`src/rtl/fb_scanout_reader.sv`:
```
// Framebuffer scanout: display timing -> front-buffer read address, RGB332->RGB444 with 2x upscale.
// Latency RD_LAT+2 cycles for colour and delayed syncs; never stalls; buffer swap deferred to vsync fall.
module fb_scanout_reader #(
  parameter int FB_W   = 320,
  parameter int FB_H   = 240,
  parameter int ADDR_W = 18,
  parameter int RD_LAT = 1
) (
  input  logic              pixel_clk,
  input  logic              arstn,
  input  logic [9:0]        drawX,
  input  logic [9:0]        drawY,
  input  logic              vde,
  input  logic              hsync,
  input  logic              vsync,
  output logic              fb_rd_en,
  output logic [ADDR_W-1:0] fb_rd_addr,
  input  logic [7:0]        fb_rd_data,
  input  logic              swap_req,
  output logic              swap_ack,
  output logic              front_sel,
  output logic [15:0]       frame_cnt,
  output logic [3:0]        red,
  output logic [3:0]        green,
  output logic [3:0]        blue,
  output logic              hsync_o,
  output logic              vsync_o,
  output logic              vde_o
);

  localparam int L = RD_LAT + 2;
  localparam logic [ADDR_W-1:0] BUF1_BASE = ADDR_W'(FB_W * FB_H);

  typedef enum logic {
    SHOW,
    PENDING
  } swap_state_t;

  swap_state_t state, state_nxt;

  logic              vsync_d;
  logic              vs_fall;
  logic              front_sel_nxt;
  logic              swap_ack_nxt;
  logic [15:0]       frame_cnt_q;
  logic [ADDR_W-1:0] fx_ext;
  logic [ADDR_W-1:0] fy_ext;
  logic [ADDR_W-1:0] row_off;
  logic [ADDR_W-1:0] pix_addr;
  logic [L-1:0]      hs_pipe;
  logic [L-1:0]      vs_pipe;
  logic [L-1:0]      de_pipe;
  logic              unused_lsbs;

  // The low coordinate bits only select the duplicate of a 2x2 upscaled pixel.
  assign unused_lsbs = drawX[0] ^ drawY[0];

  assign fx_ext = ADDR_W'(drawX[9:1]);
  assign fy_ext = ADDR_W'(drawY[9:1]);

  generate
    if (FB_W == 320) begin : g_row_shift
      assign row_off = (fy_ext << 8) + (fy_ext << 6);
    end else begin : g_row_mul
      assign row_off = fy_ext * ADDR_W'(FB_W);
    end
  endgenerate

  assign pix_addr = (front_sel ? BUF1_BASE : '0) + row_off + fx_ext;

  always_ff @(posedge pixel_clk) begin
    if (!arstn) begin
      fb_rd_en   <= 1'b0;
      fb_rd_addr <= '0;
    end else begin
      fb_rd_en <= vde;
      if (vde) begin
        fb_rd_addr <= pix_addr;
      end
    end
  end

  // Syncs idle high; stage L-2 of the enable pipe lines up with fb_rd_data.
  always_ff @(posedge pixel_clk) begin
    if (!arstn) begin
      hs_pipe <= '1;
      vs_pipe <= '1;
      de_pipe <= '0;
    end else begin
      hs_pipe <= {hs_pipe[L-2:0], hsync};
      vs_pipe <= {vs_pipe[L-2:0], vsync};
      de_pipe <= {de_pipe[L-2:0], vde};
    end
  end

  assign hsync_o = hs_pipe[L-1];
  assign vsync_o = vs_pipe[L-1];
  assign vde_o   = de_pipe[L-1];

  always_ff @(posedge pixel_clk) begin
    if (!arstn) begin
      red   <= 4'h0;
      green <= 4'h0;
      blue  <= 4'h0;
    end else if (de_pipe[L-2]) begin
      red   <= {fb_rd_data[7:5], fb_rd_data[7]};
      green <= {fb_rd_data[4:2], fb_rd_data[4]};
      blue  <= {fb_rd_data[1:0], fb_rd_data[1:0]};
    end else begin
      red   <= 4'h0;
      green <= 4'h0;
      blue  <= 4'h0;
    end
  end

  assign vs_fall = vsync_d & ~vsync;

  always_ff @(posedge pixel_clk) begin
    if (!arstn) begin
      state <= SHOW;
    end else begin
      state <= state_nxt;
    end
  end

  // A request seen together with the ack edge is folded into that swap.
  always_comb begin
    state_nxt     = state;
    front_sel_nxt = front_sel;
    swap_ack_nxt  = 1'b0;
    case (state)
      SHOW: begin
        if (swap_req) begin
          state_nxt = PENDING;
        end
      end
      PENDING: begin
        if (vs_fall) begin
          front_sel_nxt = ~front_sel;
          swap_ack_nxt  = 1'b1;
          state_nxt     = SHOW;
        end
      end
      default: state_nxt = SHOW;
    endcase
  end

  always_ff @(posedge pixel_clk) begin
    if (!arstn) begin
      vsync_d     <= 1'b1;
      front_sel   <= 1'b0;
      swap_ack    <= 1'b0;
      frame_cnt_q <= 16'h0000;
    end else begin
      vsync_d   <= vsync;
      front_sel <= front_sel_nxt;
      swap_ack  <= swap_ack_nxt;
      if (vs_fall) begin
        frame_cnt_q <= frame_cnt_q + 16'd1;
      end
    end
  end

  assign frame_cnt = frame_cnt_q;

endmodule

```
`config.mk`:
```
export PLATFORM = sky130hd
export DESIGN_NAME = fb_scanout_reader
export DESIGN_NICKNAME = d
export VERILOG_FILES = /design/src/rtl/fb_scanout_reader.sv
export SDC_FILE = /design/constraint.sdc
export NUM_CORES = 1
export LEC_CHECK = 0
export BUFFER_PORTS_ARGS = -buffer_cell sky130_fd_sc_hd__buf_4
export CAP_MARGIN = 20
export CELL_PAD_IN_SITES_DETAIL_PLACEMENT = 0
export CELL_PAD_IN_SITES_GLOBAL_PLACEMENT = 1
export CORE_MARGIN = 1.5
export CORE_UTILIZATION = 37
export DETAILED_ROUTE_END_ITERATION = 10
export PLACE_DENSITY = 0.77
export SLEW_MARGIN = 30
export SYNTH_ARGS = -nofsm -noshare
export SYNTH_HDL_FRONTEND = slang
export SYNTH_SLANG_ARGS = --single-unit
```
`constraint.sdc`:
```
create_clock -name pixel_clk -period 2.4 [get_ports pixel_clk]
set_input_delay 0.36 -clock pixel_clk [delete_from_list [all_inputs] [get_ports pixel_clk]]
set_output_delay 0.36 -clock pixel_clk [all_outputs]
set_load 0.01 [all_outputs]
```
==> results.yml, run 1 <==
power_and_ir_drop:
  pwr-share-seq_pct: 49.1
  peakVddDrop_mv: 0.269
  p_leak_nw: 1.61
  p_clk_share_pct: 30.4
  p_sw_share_pct: 26.2
  netSwitchingPower_mw: 0.516
  intPower_mw: 1.46
  powerDensity_mw_per_mm2: 581
  comb_power_share_pct: 20.5
worst_setup_path:
  crit_required_ps: 2600
  worstSetupEndpointType: "flop"
  slowest_delay_ps: 480
  path_buf_inv: 2
  cp_top_family: "adder cells"
  r2r_slack_ps: 190
  path_cells: "inv_1 > fa_1 > inv_1 > ha_1 > a21oi_1 > o21ai_0 > a31oi_1 > xor2_1 > o21ai_0"
  reg2reg_from: "front_sel"
  critical_path_class: "reg -> reg"
  critPathArrivalTime_ps: 2400
  cp-start-kind: "flop"
  rr_endpoint: "fb_rd_addr[16]"
  rr_worst_depth: 9
  critPathMaxFanout: 7
  slowest_stage: "fa_1"
global_routing:
  grtUsageTotal_pct: 13.7
  overflow: 0
  grt_max_degree: 60
  grt_pass1_vias: 1835
  grt_antenna_before_repair: 0
  grt_pass1_wl_um: 8200
route:
  antenna_left: 0
  via_count: 2028
  dr.pass1.iters: 4
  drtIter0Drc: 38
  routedWlPerCell_um: 11.2
  avgViaCountPerCell: 4.60
  drc: 0
  wl_um: 4930
clock_network:
  clock_path_buffers: 2
  htree_levels: 2
  cts_resized: 0
  clock_latency_ps: 300
  cts_buffers: 5
  clock-sinks: 54
  cts_setup_buffers: 0
  clk_pin_slew_ps: 90
  cts_hold_buf: 0
  cts-root-buf: "clkbuf_8"
  cts_tree: "built"
logic_synthesis:
  syn_area_mm2: 0.00260
  synth-xor-area-share_pct: 6.39
  postSynth.asyncResetShare_pct: 0
  synth_edf_count: 0
  syn_inst: 267
  yosysTopAreaCell: "dfxtp_1"
  yosys.area_share.simple_pct: 22.4
  synthDistinctLibCells: 39
  yosysSeqAreaShare_pct: 41.5
  synthAdderAreaFrac_pct: 11.5
  synth_top_family_by_area: "simple AND/OR/NAND/NOR gates"
  yosysTopAreaCellShare_pct: 41.5
  synth_compound_area_share_pct: 8.50
  avgSynthCellArea_um2: 9.76
  syn_nets: 322
  yosys-top-cells-area: "dfxtp_1, ha_1, mux2i_1"
  synth.area.mux_share_pct: 4.23
  yosys_warnings: 0
  dominantRegCellSynth: "dfxtp_1"
  ys_seq_elements: 54
sta:
  relSlewSlack_pct: 67.6
  grt_setup_unrepaired: "no"
  setup-violations-final: 0
  finalHoldViolCount: 0
  fmax_mhz: 453
  setup_ws_ps: 194
  period_minus_slack_ps: 2210
  slew_violations: 0
  fin_crit_sh_pct: 91.9
  max_slew.worst_pin.slew_ps: 486
  hold_ws_ps: 231
  fin_skew_ps: 5.71
finish:
  final_area_mm2: 0.00340
  drive_gt1_share_pct: 28.7
  stdcell_count: 441
  final_util_pct: 50.0
  layout_common_cells: "buf_4, dfxtp_1, inv_1"
  antenna_cells: 0
  syn_to_final_growth_pct: 30.5
  nets: 399
  layout_commonest_cell: "buf_4"
  fill_cells: 649
worst_hold_path:
  hold_class: "in -> reg"
  hold_end: "hs_pipe[0]"
  min_from: "hsync"
  min_path_cells: 2
placement:
  place_ws_ps: -3.29
  port_buffers: 83
  place_area_mm2: 0.00329
  dp_hpwl_um: 3730
  dp_cells: 433
  finalWeightedCongestion: 0.831
floorplan:
  die_y_um: 86.9
  row_count: 30
  initial_core_util_pct: 38.3
  io_pins: 86
  chipWidth_um: 86.9
  fp.dieArea_mm2: 0.00755
  coreArea_mm2: 0.00679
job:
  cap_violations: 0
run_status:
  status: "finished clean"
-- through the flow --
| step | total power [mW] | setup TNS [ps] |
|---|---|---|
| floorplan | 1.24 | 0 |
| global route | 2.09 | 0 |
| CTS | 2.01 | 0 |
| finish | 1.97 | 0 |
| detailed placement | 1.40 | -3.29 |
| global placement | 1.39 | 0 |
-- cell type report --
class                      count  area [µm²]  area share [%]
sequential                    54        1080            31.8
timing repair buffer          85         638            18.8
multi-input combinational    181        1390            40.8
tap                           96         120            3.53
clock buffer                   6        72.6            2.13
inverter                      17        63.8            1.88
clock inverter                 2        37.5            1.10
-- state kept, by name, indices dropped and copies added (netlist names) --
name / cells
blue: 2
de_pipe: 3
fb_rd_addr: 18
frame_cnt: 16
front_sel: 1
green: 3
hs_pipe: 3
red: 3
state: 1
swap_ack: 1
vs_pipe: 3
-- how the worst max path moves through the flow --
stage / from / end / slack [ps] / depth (start not counted)
2_1_floorplan: front_sel / fb_rd_addr[14] / 250 / 9
3_3_place_gp: drawX[9] / fb_rd_addr[14] / 20 / 10
3_5_place_dp: drawX[9] / fb_rd_addr[14] / -3 / 10
4_1_cts: front_sel / fb_rd_addr[14] / 120 / 9
5_1_grt: front_sel / fb_rd_addr[16] / 30 / 9
6_report: front_sel / fb_rd_addr[16] / 190 / 9
-- layer usage --
metal | track usage [%] | part of all wire, % | up-vias
met5 | 0 | 0 | -
met4 | 4.84 | 1.4 | 0
met3 | 3.22 | 5.3 | 6
met2 | 24.5 | 48 | 50
met1 | 16.1 | 46 | 920
li1 | - | - | 1052
-- kinds of logic (layout without fill, tap and decap cells) --
group,Yosys count,in the layout
AND/OR/NAND/NOR,93,93
flip-flops,54,54
buffers and inverters,32,110
multiplexers,11,11
adder cells (fa/ha/maj),21,21
XOR/XNOR,19,19
AO/OA/AOI/OAI,37,37
-- synthesized netlist by cell type, drive strengths merged, types with 8 or more instances --
| cell type | count |
|---|---|
| and2 | 16 |
| xnor2 | 11 |
| mux2i | 11 |
| inv | 17 |
| ha | 16 |
| a21oi | 10 |
| xor2 | 8 |
| and3 | 14 |
| dfxtp | 54 |
| o21ai | 12 |
| clkbuf | 8 |
| nand3b | 8 |
| nand2 | 16 |
| nor2b | 12 |
-- power by group through the flow --
stage	logic [mW]	clock network [mW]	registers (mW)
after floorplan	0.233	0	1.01
after global placement	0.405	0	0.990
after detailed placement	0.407	0	0.991
after CTS	0.410	0.626	0.970
after global routing	0.454	0.657	0.975
final	0.404	0.600	0.969
No activity file was read; power rests on OpenSTA's default activity.
==> run 2: changes to the inputs <==
CTS_BUF_LIST = sky130_fd_sc_hd__clkbuf_16   (was unset)
==> run 2 against run 1 <==
Compared with the run above:
- design area grew 1.7%
- power up 10%
- fmax about the same
- hold slack improved by 20 ps
- core utilization increased by 0.83 points
- critical path type unchanged
==> results.yml, run 2 (synthesis gave the netlist of run 1 again) <==
worst_setup_path:
  critPathArrivalTime_ps: 2380
  cp_top_family: "adder cells"
  slowest_stage: "fa_1"
  path_buf_inv: 2
  cp-start-kind: "flop"
  reg2reg_from: "front_sel"
  worstSetupEndpointType: "flop"
  rr_endpoint: "fb_rd_addr[16]"
  rr_worst_depth: 9
  critical_path_class: "reg -> reg"
  slowest_delay_ps: 480
  critPathMaxFanout: 7
  r2r_slack_ps: 190
  crit_required_ps: 2570
  path_cells: "inv_1 > fa_1 > inv_1 > ha_1 > a21oi_1 > o21ai_0 > a31oi_1 > xor2_1 > o21ai_0"
floorplan:
  die_y_um: 86.9
  chipWidth_um: 86.9
  io_pins: 86
  fp.dieArea_mm2: 0.00755
  coreArea_mm2: 0.00679
  initial_core_util_pct: 38.3
  row_count: 30
clock_network:
  cts_setup_buffers: 0
  cts_hold_buf: 0
  clock_path_buffers: 2
  cts-root-buf: "clkbuf_16"
  clock-sinks: 54
  clock_latency_ps: 290
  htree_levels: 2
  clk_pin_slew_ps: 70
  cts_tree: "built"
  cts_buffers: 5
job:
  cap_violations: 0
finish:
  multiInputGateArea_mm2: 0.00139
  regMostFlops: "fb_rd_addr"
  syn_to_final_growth_pct: 32.7
  drive_gt1_share_pct: 28.7
  ff_latch_area_mm2: 0.00108
  layout_common_cells: "buf_4, dfxtp_1, inv_1"
  fill_cells: 642
  antenna_cells: 0
  layout_commonest_cell: "buf_4"
  final_util_pct: 50.9
  nets: 399
  largest_reg_flops: 18
sta:
  hold_ws_ps: 251
  finalHoldViolCount: 0
  slew_violations: 0
  period_minus_slack_ps: 2210
  fin_crit_sh_pct: 91.9
  setup-violations-final: 0
  fin_skew_ps: 5.98
  grt_setup_unrepaired: "no"
  relSlewSlack_pct: 67.8
  max_slew.worst_pin.slew_ps: 482
  fmax_mhz: 453
power_and_ir_drop:
  powerDensity_mw_per_mm2: 629
  p_leak_nw: 1.64
  peakVddDrop_mv: 0.315
worst_hold_path:
  min_from: "hsync"
  hold_class: "in -> reg"
  min_path_cells: 2
  hold_end: "hs_pipe[0]"
route:
  antenna_left: 0
  drtIter0Drc: 31
  avgViaCountPerCell: 4.62
  drc: 0
  wl_um: 4970
  routedWlPerCell_um: 11.3
  via_count: 2036
  dr.pass1.iters: 4
placement:
  dp_hpwl_um: 3730
  port_buffers: 83
  finalWeightedCongestion: 0.831
global_routing:
  grt_antenna_before_repair: 0
  grt_pass1_wl_um: 8210
  grtUsageTotal_pct: 13.7
  grt_max_degree: 60
  overflow: 0
  grt_pass1_vias: 1851
run_status:
  status: "finished clean"
## run 2: cell count changes in the layout (fill, tap and decap cells not counted)
cell / previous run / this run
clkbuf_16: 0 / 5
inv_1: 17 / 18
clkbuf_8: 5 / 0
clkbuf_1: 1 / 0
## run 2: layout make-up
class                           instances  share of cell area, %
Multi-Input combinational cell        181                   40.1
Sequential cell                        54                   31.3
Timing Repair Buffer                   85                   18.5
Clock buffer                            5                   3.62
Tap cell                               96                   3.48
Inverter                               17                   1.85
Clock inverter                          3                   1.19
## run 2: layer usage
layer / GRT usage, % / up-vias / part of all wire, %
li1: - / 1053 / -
met2: 24.5 / 56 / 48
met1: 16.1 / 923 / 46
met4: 4.40 / 0 / 1.2
met3: 3.22 / 4 / 5.5
met5: 0 / - / 0
## run 2: through the flow
stage	cells	instance area, µm²	worst slack [ps]	power, mW	TNS (ps)
floorplan	267	2610	250	1.24	0
global placement	433	3290	24.7	1.39	0
detailed placement	433	3290	-3.29	1.40	-3.29
CTS	441	3450	124	2.21	0
global route	441	3460	28.8	2.28	0
finish	441	3460	194	2.17	0
## run 2: how the worst max path moves through the flow
stage | startpoint | to | slack (ps) | cells past startpoint
after floorplan | front_sel | fb_rd_addr[14] | 250 | 9
after global placement | drawX[9] | fb_rd_addr[14] | 20 | 10
after detailed placement | drawX[9] | fb_rd_addr[14] | -3 | 10
after CTS | front_sel | fb_rd_addr[14] | 120 | 9
after global routing | front_sel | fb_rd_addr[16] | 30 | 9
final | front_sel | fb_rd_addr[16] | 190 | 9
## run 2: where the power goes
part | switching (mW) | internal (mW) | total, mW | leakage, nW
registers | 0.0269 | 0.943 | 0.970 | 0.441
logic | 0.201 | 0.203 | 0.404 | 1.12
clock network | 0.310 | 0.488 | 0.798 | 0.0812
total | 0.538 | 1.63 | 2.17 | 1.64
## run 2: timing repair
action / CTS / global route
endpoints found under the hold margin: 0 / 0
gates resized for setup: 0 / 1
setup endpoints to repair: 0 / 2
==> run 3: changes to the inputs <==
==> constraint.sdc (replaced) <==
create_clock -name pixel_clk -period 2.4 [get_ports pixel_clk]
set_input_delay 0.24 -clock pixel_clk [delete_from_list [all_inputs] [get_ports pixel_clk]]
set_output_delay 0.24 -clock pixel_clk [all_outputs]
set_load 0.1 [all_outputs]
==> run 3 against run 2 <==
Compared with the run above:
- clock power shrank 15%
- non-clock buffer count decreased by 2
- first-iteration DRC count is 130% higher
- hold slack worse by 120 ps
- power is 7.8% higher
- clock-buffer cell count did not move
- via count increased by 0.64%
- critical path type unchanged
==> results.yml, run 3 (synthesis gave the netlist of run 1 again) <==
run_status:
  status: "finished clean"
clock_network:
  clk_pin_slew_ps: 70
  cts_buffers: 5
  cts_tree: "built"
  htree_levels: 2
  cts-root-buf: "clkbuf_16"
  clock_latency_ps: 280
  clock_path_buffers: 2
  clock-sinks: 54
placement:
  dp_cells: 431
  dp_hpwl_um: 3770
  finalWeightedCongestion: 0.812
  place_ws_ps: 141
  port_buffers: 83
floorplan:
  fp.dieArea_mm2: 0.00755
  initial_core_util_pct: 38.3
  coreArea_mm2: 0.00679
  chipWidth_um: 86.9
  row_count: 30
  die_y_um: 86.9
  io_pins: 86
global_routing:
  grt_pass1_wl_um: 8510
  grt_antenna_before_repair: 0
  grtUsageTotal_pct: 14.1
  grt_max_degree: 60
  overflow: 0
  grt_pass1_vias: 1854
worst_setup_path:
  rr_endpoint: "fb_rd_addr[16]"
  worstSetupEndpointType: "flop"
  critPathMaxFanout: 7
  crit_required_ps: 2570
  reg2reg_from: "front_sel"
  critical_path_class: "reg -> reg"
  cp-start-kind: "flop"
  critPathArrivalTime_ps: 2370
  r2r_slack_ps: 210
  rr_worst_depth: 9
sta:
  fin_crit_sh_pct: 91.4
  max_slew.worst_pin.slew_ps: 487
  grt_setup_unrepaired: "no"
  fmax_mhz: 456
  relSlewSlack_pct: 67.6
  setup-violations-final: 0
  slew_violations: 0
  fin_tns_setup_ps: 0
  fin_skew_ps: 3.36
  finalHoldViolCount: 0
  setup_ws_ps: 206
  period_minus_slack_ps: 2190
power_and_ir_drop:
  netSwitchingPower_mw: 0.818
  intPower_mw: 1.52
  comb_power_share_pct: 29.6
  powerDensity_mw_per_mm2: 686
  finalPower_mw: 2.34
  p_clk_share_pct: 28.9
  p_leak_nw: 1.62
  pwr-share-seq_pct: 41.5
  peakVddDrop_mv: 0.262
  p_sw_share_pct: 34.9
route:
  avgViaCountPerCell: 4.67
  dr.pass1.iters: 4
  via_count: 2049
  routedWlPerCell_um: 11.6
  top_layer_used: "met4"
  drc: 0
  drtIter0Drc: 72
  wl_met1_um: 2350
  wl_met3_um: 251
  wl_um: 5100
  wl_met2_um: 2410
  antenna_left: 0
finish:
  largest_reg_flops: 18
  nets: 397
  layout_common_cells: "buf_4, dfxtp_1, inv_1"
  drive_gt1_share_pct: 28.3
  stdcell_count: 439
  layout_commonest_cell: "buf_4"
  syn_to_final_growth_pct: 31.1
  regMostFlops: "fb_rd_addr"
  antenna_cells: 0
job:
  cap_violations: 0
worst_hold_path:
  hold_class: "in -> reg"
  min_from: "hsync"
  min_path_cells: 2
  hold_end: "hs_pipe[0]"
==> run 3: power by group through the flow <==
stage               Clock (mW)  Combinational, mW  Sequential [mW]
finish                   0.678              0.694            0.971
global route             0.741              0.743            0.977
CTS                      0.707              0.698            0.972
detailed placement           0              0.695            0.992
global placement             0              0.692            0.991
floorplan                    0              0.241             1.29
==> run 3: timing repair <==
action,in CTS,in global routing
endpoints found under the hold margin,0,0
hold buffers,0,0
resized for setup,0,1
buffers inserted,0,0
endpoints found under the setup margin,0,2
==> run 3: per-layer routing <==
metal	vias up	track usage, %
met4	0	5.43
met3	7	2.84
met2	55	24.2
met5	-	0
met1	935	17.3
li1	1052	-
==> run 3: how the worst max path moves through the flow <==
stage                    from             end  slack [ps]  cells after the start
CTS                 front_sel  fb_rd_addr[14]         140                      9
detailed placement   drawX[9]  fb_rd_addr[14]         140                     10
global placement     drawX[9]  fb_rd_addr[14]         150                     10
floorplan           front_sel  fb_rd_addr[14]         120                      9
global route        front_sel  fb_rd_addr[14]          80                      9
finish              front_sel  fb_rd_addr[16]         210                      9
==> run 3: layout make-up <==
cell class	instances	area (µm²)
repair buffers	83	623
clock buffers	5	125
multi-input cells	181	1390
flip-flops and latches	54	1080
well taps	96	120
clock inverters	3	12.5
inverters	17	63.8
fillers	660	3380
==> run 3: worst max-delay path, stage by stage, from the launching register on <==
cell and delay, ps:
dfxtp_4 390, inv_1 80, fa_1 480, inv_1 40
ha_1 370, a21oi_1 210, o21ai_0 110, a31oi_1 170
xor2_1 150, o21ai_0 70
==> run 3: per-stage QoR <==
step / hold WS, ps / util [%] / area (µm²)
floorplan: 341 / - / 2610
global placement: 389 / 48.2 / 3270
detailed placement: 396 / 48.2 / 3270
CTS: 129 / 50.2 / 3410
global route: 125 / 50.3 / 3420
finish: 133 / 50.3 / 3420
